[src/rtl/serial_subtractor.sv]
// rtl/serial_subtractor.sv - digit-serial a - b - bin subtractor with valid/ready handshakes
module serial_subtractor #(
  parameter int WIDTH = 8,
  parameter int DIGIT = 1
) (
  input  logic             clk,
  input  logic             rst_n,
  input  logic             in_valid,
  output logic             in_ready,
  input  logic [WIDTH-1:0] a,
  input  logic [WIDTH-1:0] b,
  input  logic             bin,
  input  logic             signed_mode,
  output logic             out_valid,
  input  logic             out_ready,
  output logic [WIDTH-1:0] diff,
  output logic             bout,
  output logic             ovf,
  output logic             busy
);

  localparam int N     = WIDTH / DIGIT;
  localparam int CNT_W = (N > 1) ? $clog2(N) : 1;

  typedef enum logic [1:0] {
    IDLE = 2'd0,
    RUN  = 2'd1,
    DONE = 2'd2
  } state_t;

  state_t             state_q, state_d;
  logic [WIDTH-1:0]   a_q, a_d;
  logic [WIDTH-1:0]   b_q, b_d;
  logic               signed_q, signed_d;
  logic               br_q, br_d;
  logic [CNT_W-1:0]   cnt_q, cnt_d;
  logic [WIDTH-1:0]   diff_q, diff_d;
  logic               bout_q, bout_d;
  logic               ovf_q, ovf_d;

  // Digit datapath: ripple of full-subtractor cells over the low DIGIT bits
  // of the operand shift registers; also exposes the borrow entering the
  // top cell, which becomes the borrow into bit WIDTH-1 on the last digit.
  logic [DIGIT-1:0]       dig;
  logic                   br_c;
  logic                   br_msb_in;
  logic [WIDTH+DIGIT-1:0] diff_sh;

  // Ripple the borrow through one digit
  always_comb begin
    dig       = '0;
    br_c      = br_q;
    br_msb_in = br_q;
    for (int i = 0; i < DIGIT; i++) begin
      if (i == DIGIT - 1) br_msb_in = br_c;
      dig[i] = a_q[i] ^ b_q[i] ^ br_c;
      br_c   = (~a_q[i] & b_q[i]) | (~(a_q[i] ^ b_q[i]) & br_c);
    end
  end

  // Next-state and datapath updates; result registers move only in RUN
  always_comb begin
    state_d  = state_q;
    a_d      = a_q;
    b_d      = b_q;
    signed_d = signed_q;
    br_d     = br_q;
    cnt_d    = cnt_q;
    diff_d   = diff_q;
    bout_d   = bout_q;
    ovf_d    = ovf_q;
    diff_sh  = {dig, diff_q};
    case (state_q)
      IDLE: begin
        if (in_valid) begin
          a_d      = a;
          b_d      = b;
          signed_d = signed_mode;
          br_d     = bin;
          cnt_d    = '0;
          state_d  = RUN;
        end
      end
      RUN: begin
        // Digits enter at the top and shift down, so after N steps the
        // first (least significant) digit sits at bit 0.
        diff_d = diff_sh[WIDTH+DIGIT-1:DIGIT];
        a_d    = a_q >> DIGIT;
        b_d    = b_q >> DIGIT;
        br_d   = br_c;
        cnt_d  = cnt_q + CNT_W'(1);
        if (cnt_q == CNT_W'(N - 1)) begin
          bout_d  = br_c;
          ovf_d   = signed_q ? (br_msb_in ^ br_c) : br_c;
          state_d = DONE;
        end
      end
      DONE: begin
        if (out_ready) state_d = IDLE;
      end
      default: state_d = IDLE;
    endcase
  end

  // State register with synchronous active-low reset
  always_ff @(posedge clk) begin
    if (!rst_n) begin
      state_q  <= IDLE;
      a_q      <= '0;
      b_q      <= '0;
      signed_q <= 1'b0;
      br_q     <= 1'b0;
      cnt_q    <= '0;
      diff_q   <= '0;
      bout_q   <= 1'b0;
      ovf_q    <= 1'b0;
    end else begin
      state_q  <= state_d;
      a_q      <= a_d;
      b_q      <= b_d;
      signed_q <= signed_d;
      br_q     <= br_d;
      cnt_q    <= cnt_d;
      diff_q   <= diff_d;
      bout_q   <= bout_d;
      ovf_q    <= ovf_d;
    end
  end

  assign in_ready  = (state_q == IDLE);
  assign out_valid = (state_q == DONE);
  assign busy      = (state_q != IDLE);
  assign diff      = diff_q;
  assign bout      = bout_q;
  assign ovf       = ovf_q;

endmodule
[config.mk]
export PLATFORM = sky130hd
export DESIGN_NAME = serial_subtractor
export DESIGN_NICKNAME = d
export VERILOG_FILES = /design/src/rtl/serial_subtractor.sv
export SDC_FILE = /design/constraint.sdc
export NUM_CORES = 1
export LEC_CHECK = 0
export ABC_AREA = 0
export CORE_ASPECT_RATIO = 1.2
export CORE_MARGIN = 2
export CORE_UTILIZATION = 38
export CTS_BUF_LIST = sky130_fd_sc_hd__clkbuf_8
export DETAILED_ROUTE_END_ITERATION = 10
export PLACE_DENSITY = 0.61
export RECOVER_POWER = 100
export SLEW_MARGIN = 40
export SYNTH_ARGS = -nofsm -noshare
export SYNTH_HDL_FRONTEND = slang
export SYNTH_SLANG_ARGS = --single-unit
export TNS_END_PERCENT = 20
[constraint.sdc]
create_clock -name clk -period 1.8 [get_ports clk]
set_clock_uncertainty 0.05 [all_clocks]
set_input_delay 0.36 -clock clk [delete_from_list [all_inputs] [get_ports clk]]
set_output_delay 0.36 -clock clk [all_outputs]
set_load 0.1 [all_outputs]
==> Word-level counts from Yosys, hierarchy flattened <==
Index checks and enable logic that the tools add are counted.
{ "totals": {"regBits": 33, "inputBits": 22} }
{ "classes": {"n_eq_ne": 6, "mux": 13, "n_bitwise": 8, "add_sub_neg": 1, "n_reduce_logical": 7} }
{ "op_table": {"columns": ["cell", "count"], "rows": [
  ["one-hot mux 8 bit (2 select lines)", 2],
  ["2-to-1 mux 8 bit", 2],
  ["2-to-1 mux 2 bit", 3],
  ["one-hot mux 2 bit (3 select lines)", 1],
  ["one-hot mux 3 bit (2 select lines)", 1],
  ["AND reduction 2 bit", 3],
  ["!= test 2 bit (second input constant)", 2],
  ["nonzero test 2 bit", 2],
  ["adder 3 x 1 -> 3 bit (second input constant)", 1],
  ["equality test 3 bit (second input constant)", 1],
  ["2-to-1 mux 3 bit", 1],
  ["AND reduction 3 bit", 1],
  ["XOR 1 bit", 3],
  ["bitwise AND 1 bit", 2],
  ["equality test 2 x 1 -> 1 bit (second input constant)", 1],
  ["equality test 2 bit (second input constant)", 1],
  ["logical NOT 2 bit", 1],
  ["2-to-1 mux 1 bit", 2],
  ["!= test 2 x 1 -> 1 bit (second input constant)", 1],
  ["NOT 1 bit", 2],
  ["one-hot mux 1 bit (2 select lines)", 1],
  ["OR 1 bit", 1]
]} }

==> Depth between registers and ports, before layout <==
Gate-level depths: netlist of the first run.
{ "logic_depth": {"word_depth": 6, "mapped_depth": 6, "ltp_nobuf": 5} }

==> Least setup slack after synthesis of the first run <==
Ideal clock, no wire load.
{ "synth_path": {"kind": "reg-to-output", "from": "register state_q[0]", "to": "output port out_valid", "t_arrival_ns": 1.882, "slack_ns": -0.492, "n_path_buf": 2, "t_required_ns": 1.390, "path_stages_with_launch": 4, "path_cell_list": "dfxtp_1 -> buf_2 -> buf_2 -> nor2_1"} }
{ "synth_between": {"elab_chain_cells": 1} }
{ "synth_lines": {"columns": ["item", "line_no", "source"], "rows": [
  ["start: declaration", "31", "state_t state_q, state_d;"],
  ["start signal: assignment", "118", "state_q <= state_d;"],
  ["equality test 2 bit", "131", "assign out_valid = (state_q == DONE);"],
  ["end: declaration", "14", "output logic out_valid,"]
]} }
No other way between the ends.

==> Worst setup path in the final report of the first run <==
{ "layout_path": {"from": "register state_q[1]", "to": "output port out_valid"} }
Same word-level chain as after synthesis.

==> metrics, run 1 <==
Synth cell types 29; HP Class register to register; Num Clock Sinks 33; Slew @ Worst Pin 547 ps; Remaining Overflow, GRT 0; largest family of logic cells by synthesized area compound AO/OA/AOI/OAI gates; Die Area 0.00445 mm2; xor/xnor cell area share of the yosys netlist 0.586%; maximum vdd drop 0.825 mV; FF-to-FF End diff[2]; ys flop type dfxtp_1; RSZ-0062 raised after global routing no; R2R Path Start state_q[0]; Nets 219; CP max stage delay 460 ps; Max clock buf depth 2; hpwl dp 2270 um; fmax 619 MHz; max-cap violation count 0; final hold vios 0; first-pass GRT wire length 5440 um; Slew headroom 63.7%; critical-path cell list inv_2, nor2_2, buf_12; port bufs 34; syn_area_per_cell 9.46 um2; wire per inst 12.5 um; Die Y 72.7 um; multiplexer share of the synthesized area 10.1%; chip width 61.2 um; critical path peak fanout 9; CTS root buf clkbuf_8; worst setup margin 184 ps; crit share post-route 89.8%; # setup viols final 0; number of global-route vias before repair 1239; placed standard-cell area 0.00204 mm2; PD cells 908 mW/mm2; layout cells sized above 1 16.4%; Worst EP arrival 1210 ps; Antenna Nets Post-Route 0; Starting DRT DRC Count 30; io pins 35; Crit-path slowest cell dfxtp_1; startpoint types register; Sw Pwr 442 uW; Period minus WS final 1620 ps; Post-synth EDFFs 0; Hold Path Depth 2; Setup crit end kind primary output; via count 1225; n_diodes 0; DR DRC count 0; Leakage Power 0.000932 uW; register bit total from synthesis 33; Area Overhead vs Synth 32.3%; Initial Util 40.4%; complex-gate fraction of the synthesized area 20.5%; Post-Synth Simple-Gate Area 15.3%; P_int 1350 uW; min-delay src diff[2]; Synth Instances 158; worst reg2reg setup slack 200 ps; Clock Latency Late Sink 280 ps; Net Sw Frac 24.6%; TritonCTS clock tree done; worst-case reg-to-reg path depth 5; antenna violations before repair 0; run status completed; sequential group share of total power 44.6%; H-tree Lvls 2; Adder-Cell Fraction of Synth Area 3.02%; FFs w/ async S/R, synth 0%; DRT Wirelength 3090 um; Syn. warnings 0; worst endpoint required time 1390 ps; syn nets 183; Avg Vias per Cell 4.96; largest net degree at the start of global routing 30; Clock power frac 39.6%; Cell Area, Synth 0.00149 mm2; detailed-router iteration count before antenna repair 4; GRT Total Usage 16.2%; setup bufs post-CTS 0; Filler Cell Count 371; final instance area 0.00198 mm2; RePlAce Congestion 0.808; post-synthesis sequential area ratio 44.2%; Core Rows 24; combinational power share 15.8%; Final Max Tran Viols 0; dpl ws 199 ps; WS Path Type register to primary output; WHS Endpoint diff[1]; core area 0.00369 mm2; clock buffer count from CTS 5; CTS clk-pin slew, worst paths 70 ps
[cells in the final DEF (no fill, tap or decap), types with 2 or more instances in the layout]
cell type,n
o22ai_1,2
mux2i_1,15
nand4_1,2
clkbuf_2,13
a21boi_1,4
clkdlybuf4s50_1,20
inv_2,2
dfxtp_1,32
nand2_1,36
buf_4,4
buf_12,3
o21a_1,2
a21boi_0,7
o21ai_0,3
nor2b_1,3
ha_1,2
inv_1,4
o211a_1,14
clkbuf_8,6
nand2b_1,2
a22oi_1,2
and3_1,3
[layer usage]
metal	vias up	GRT usage (%)	part of all wire, %
met4	0	6.52	1.8
met3	7	4.26	6.0
li1	614	-	-
met2	32	27.9	51
met1	572	18.4	41
met5	-	0	0
[cell families after synthesis]
kind of cell | after synthesis
AO/OA/AOI/OAI | 37
flip-flops | 33
adder cells (fa/ha/maj) | 3
multiplexers | 15
AND/OR/NAND/NOR | 52
buffers and inverters | 17
XOR/XNOR | 1
[worst max-delay path, delay by kind of cell, from the launching register on]
kind / cells / cell delay [ps]
and+or+nand+nor: 1 / 150
buffers and inverters: 2 / 320
DFF: 1 / 460
[worst max-delay path by stage]
stage | from | to | slack, ps | cells past startpoint
after CTS | state_q[0] | in_ready | 20 | 4
after global placement | in_valid | cnt_q[0] | 210 | 5
final | state_q[1] | out_valid | 180 | 3
after global routing | state_q[0] | diff[4] | 60 | 5
after floorplan | state_q[0] | out_valid | -30 | 3
after detailed placement | in_valid | cnt_q[0] | 200 | 5
[through the flow]
step	instances	hold WS, ps	power, uW	setup TNS (ps)	utilization (%)
finish	247	417	1790	0	53.5
global route	247	449	1870	0	53.5
CTS	247	452	1840	0	58.4
detailed placement	239	434	1130	0	55.3
global placement	239	430	1120	0	55.3
floorplan	158	407	1010	-31.9	-
[cell type report]
class / instances / area, um2 / share of cell area (%)
Multi-Input combinational cell: 108 / 749 / 37.9
Sequential cell: 33 / 662 / 33.5
Timing Repair Buffer: 41 / 365 / 18.5
Clock buffer: 6 / 82.6 / 4.18
Tap cell: 52 / 65.1 / 3.29
Clock inverter: 2 / 33.8 / 1.71
Inverter: 5 / 18.8 / 0.949
[sequential cells by signal, indices dropped and copies added, names as in the netlist]
| register | cells |
|---|---|
| bout | 1 |
| diff | 8 |
| signed_q | 1 |
| cnt_q | 3 |
| b_q | 8 |
| br_msb_in | 1 |
| a_q | 8 |
| state_q | 2 |
| ovf | 1 |
[power by group through the flow]
| stage | clock [uW] | combinational, uW | sequential, uW |
|---|---|---|---|
| 2_1_floorplan | 0 | 179 | 830 |
| 3_3_place_gp | 0 | 305 | 817 |
| 6_report | 711 | 283 | 800 |
| 4_1_cts | 730 | 310 | 803 |
| 5_1_grt | 755 | 310 | 805 |
| 3_5_place_dp | 0 | 309 | 819 |
[timing repair]
item                       CTS  global route
setup endpoints to repair    0             1
hold buffers                 0             0
gates resized for setup      0             1
[synthesized netlist by cell type (2+ instances only)]
| library cell | n | area share [%] |
|---|---|---|
| nand2b_1 | 2 | 0.84 |
| nor2b_1 | 3 | 1.3 |
| nand4_1 | 2 | 0.84 |
| a22oi_1 | 2 | 1.0 |
| buf_2 | 6 | 2.0 |
| nor2_1 | 2 | 0.50 |
| ha_1 | 2 | 1.7 |
| dfxtp_1 | 33 | 44 |
| o22ai_1 | 2 | 0.84 |
| inv_1 | 3 | 0.75 |
| buf_6 | 3 | 2.3 |
| o21a_1 | 2 | 1.0 |
| o211a_1 | 14 | 9.4 |
| o21ai_0 | 3 | 1.0 |
| inv_2 | 2 | 0.50 |
| nand2_1 | 37 | 9.3 |
| clkbuf_1 | 3 | 0.75 |
| a21boi_1 | 9 | 4.5 |
| and3_1 | 3 | 1.3 |
| mux2i_1 | 15 | 10 |
| a21boi_0 | 2 | 1.0 |
(Power assumes the default switching activity.)
==> run 2: changes to the inputs <==
--- a/config.mk
+++ b/config.mk
@@ -6,6 +6,7 @@
 export NUM_CORES = 1
 export LEC_CHECK = 0
 export ABC_AREA = 0
+export ABC_CLOCK_PERIOD_IN_PS = 1800
 export CORE_ASPECT_RATIO = 1.2
 export CORE_MARGIN = 2
 export CORE_UTILIZATION = 38
==> results of run 2 <==
The final DEF is identical to that of run 1; final timing and power are the same.
==> run 3: changes to the inputs <==
--- a/config.mk
+++ b/config.mk
@@ -11,6 +11,7 @@
 export CORE_MARGIN = 2
 export CORE_UTILIZATION = 38
 export CTS_BUF_LIST = sky130_fd_sc_hd__clkbuf_8
+export CTS_CLUSTER_SIZE = 14
 export DETAILED_ROUTE_END_ITERATION = 10
 export PLACE_DENSITY = 0.61
 export RECOVER_POWER = 100
==> results of run 3 <==
The final DEF is identical to that of run 1; final timing and power are the same.
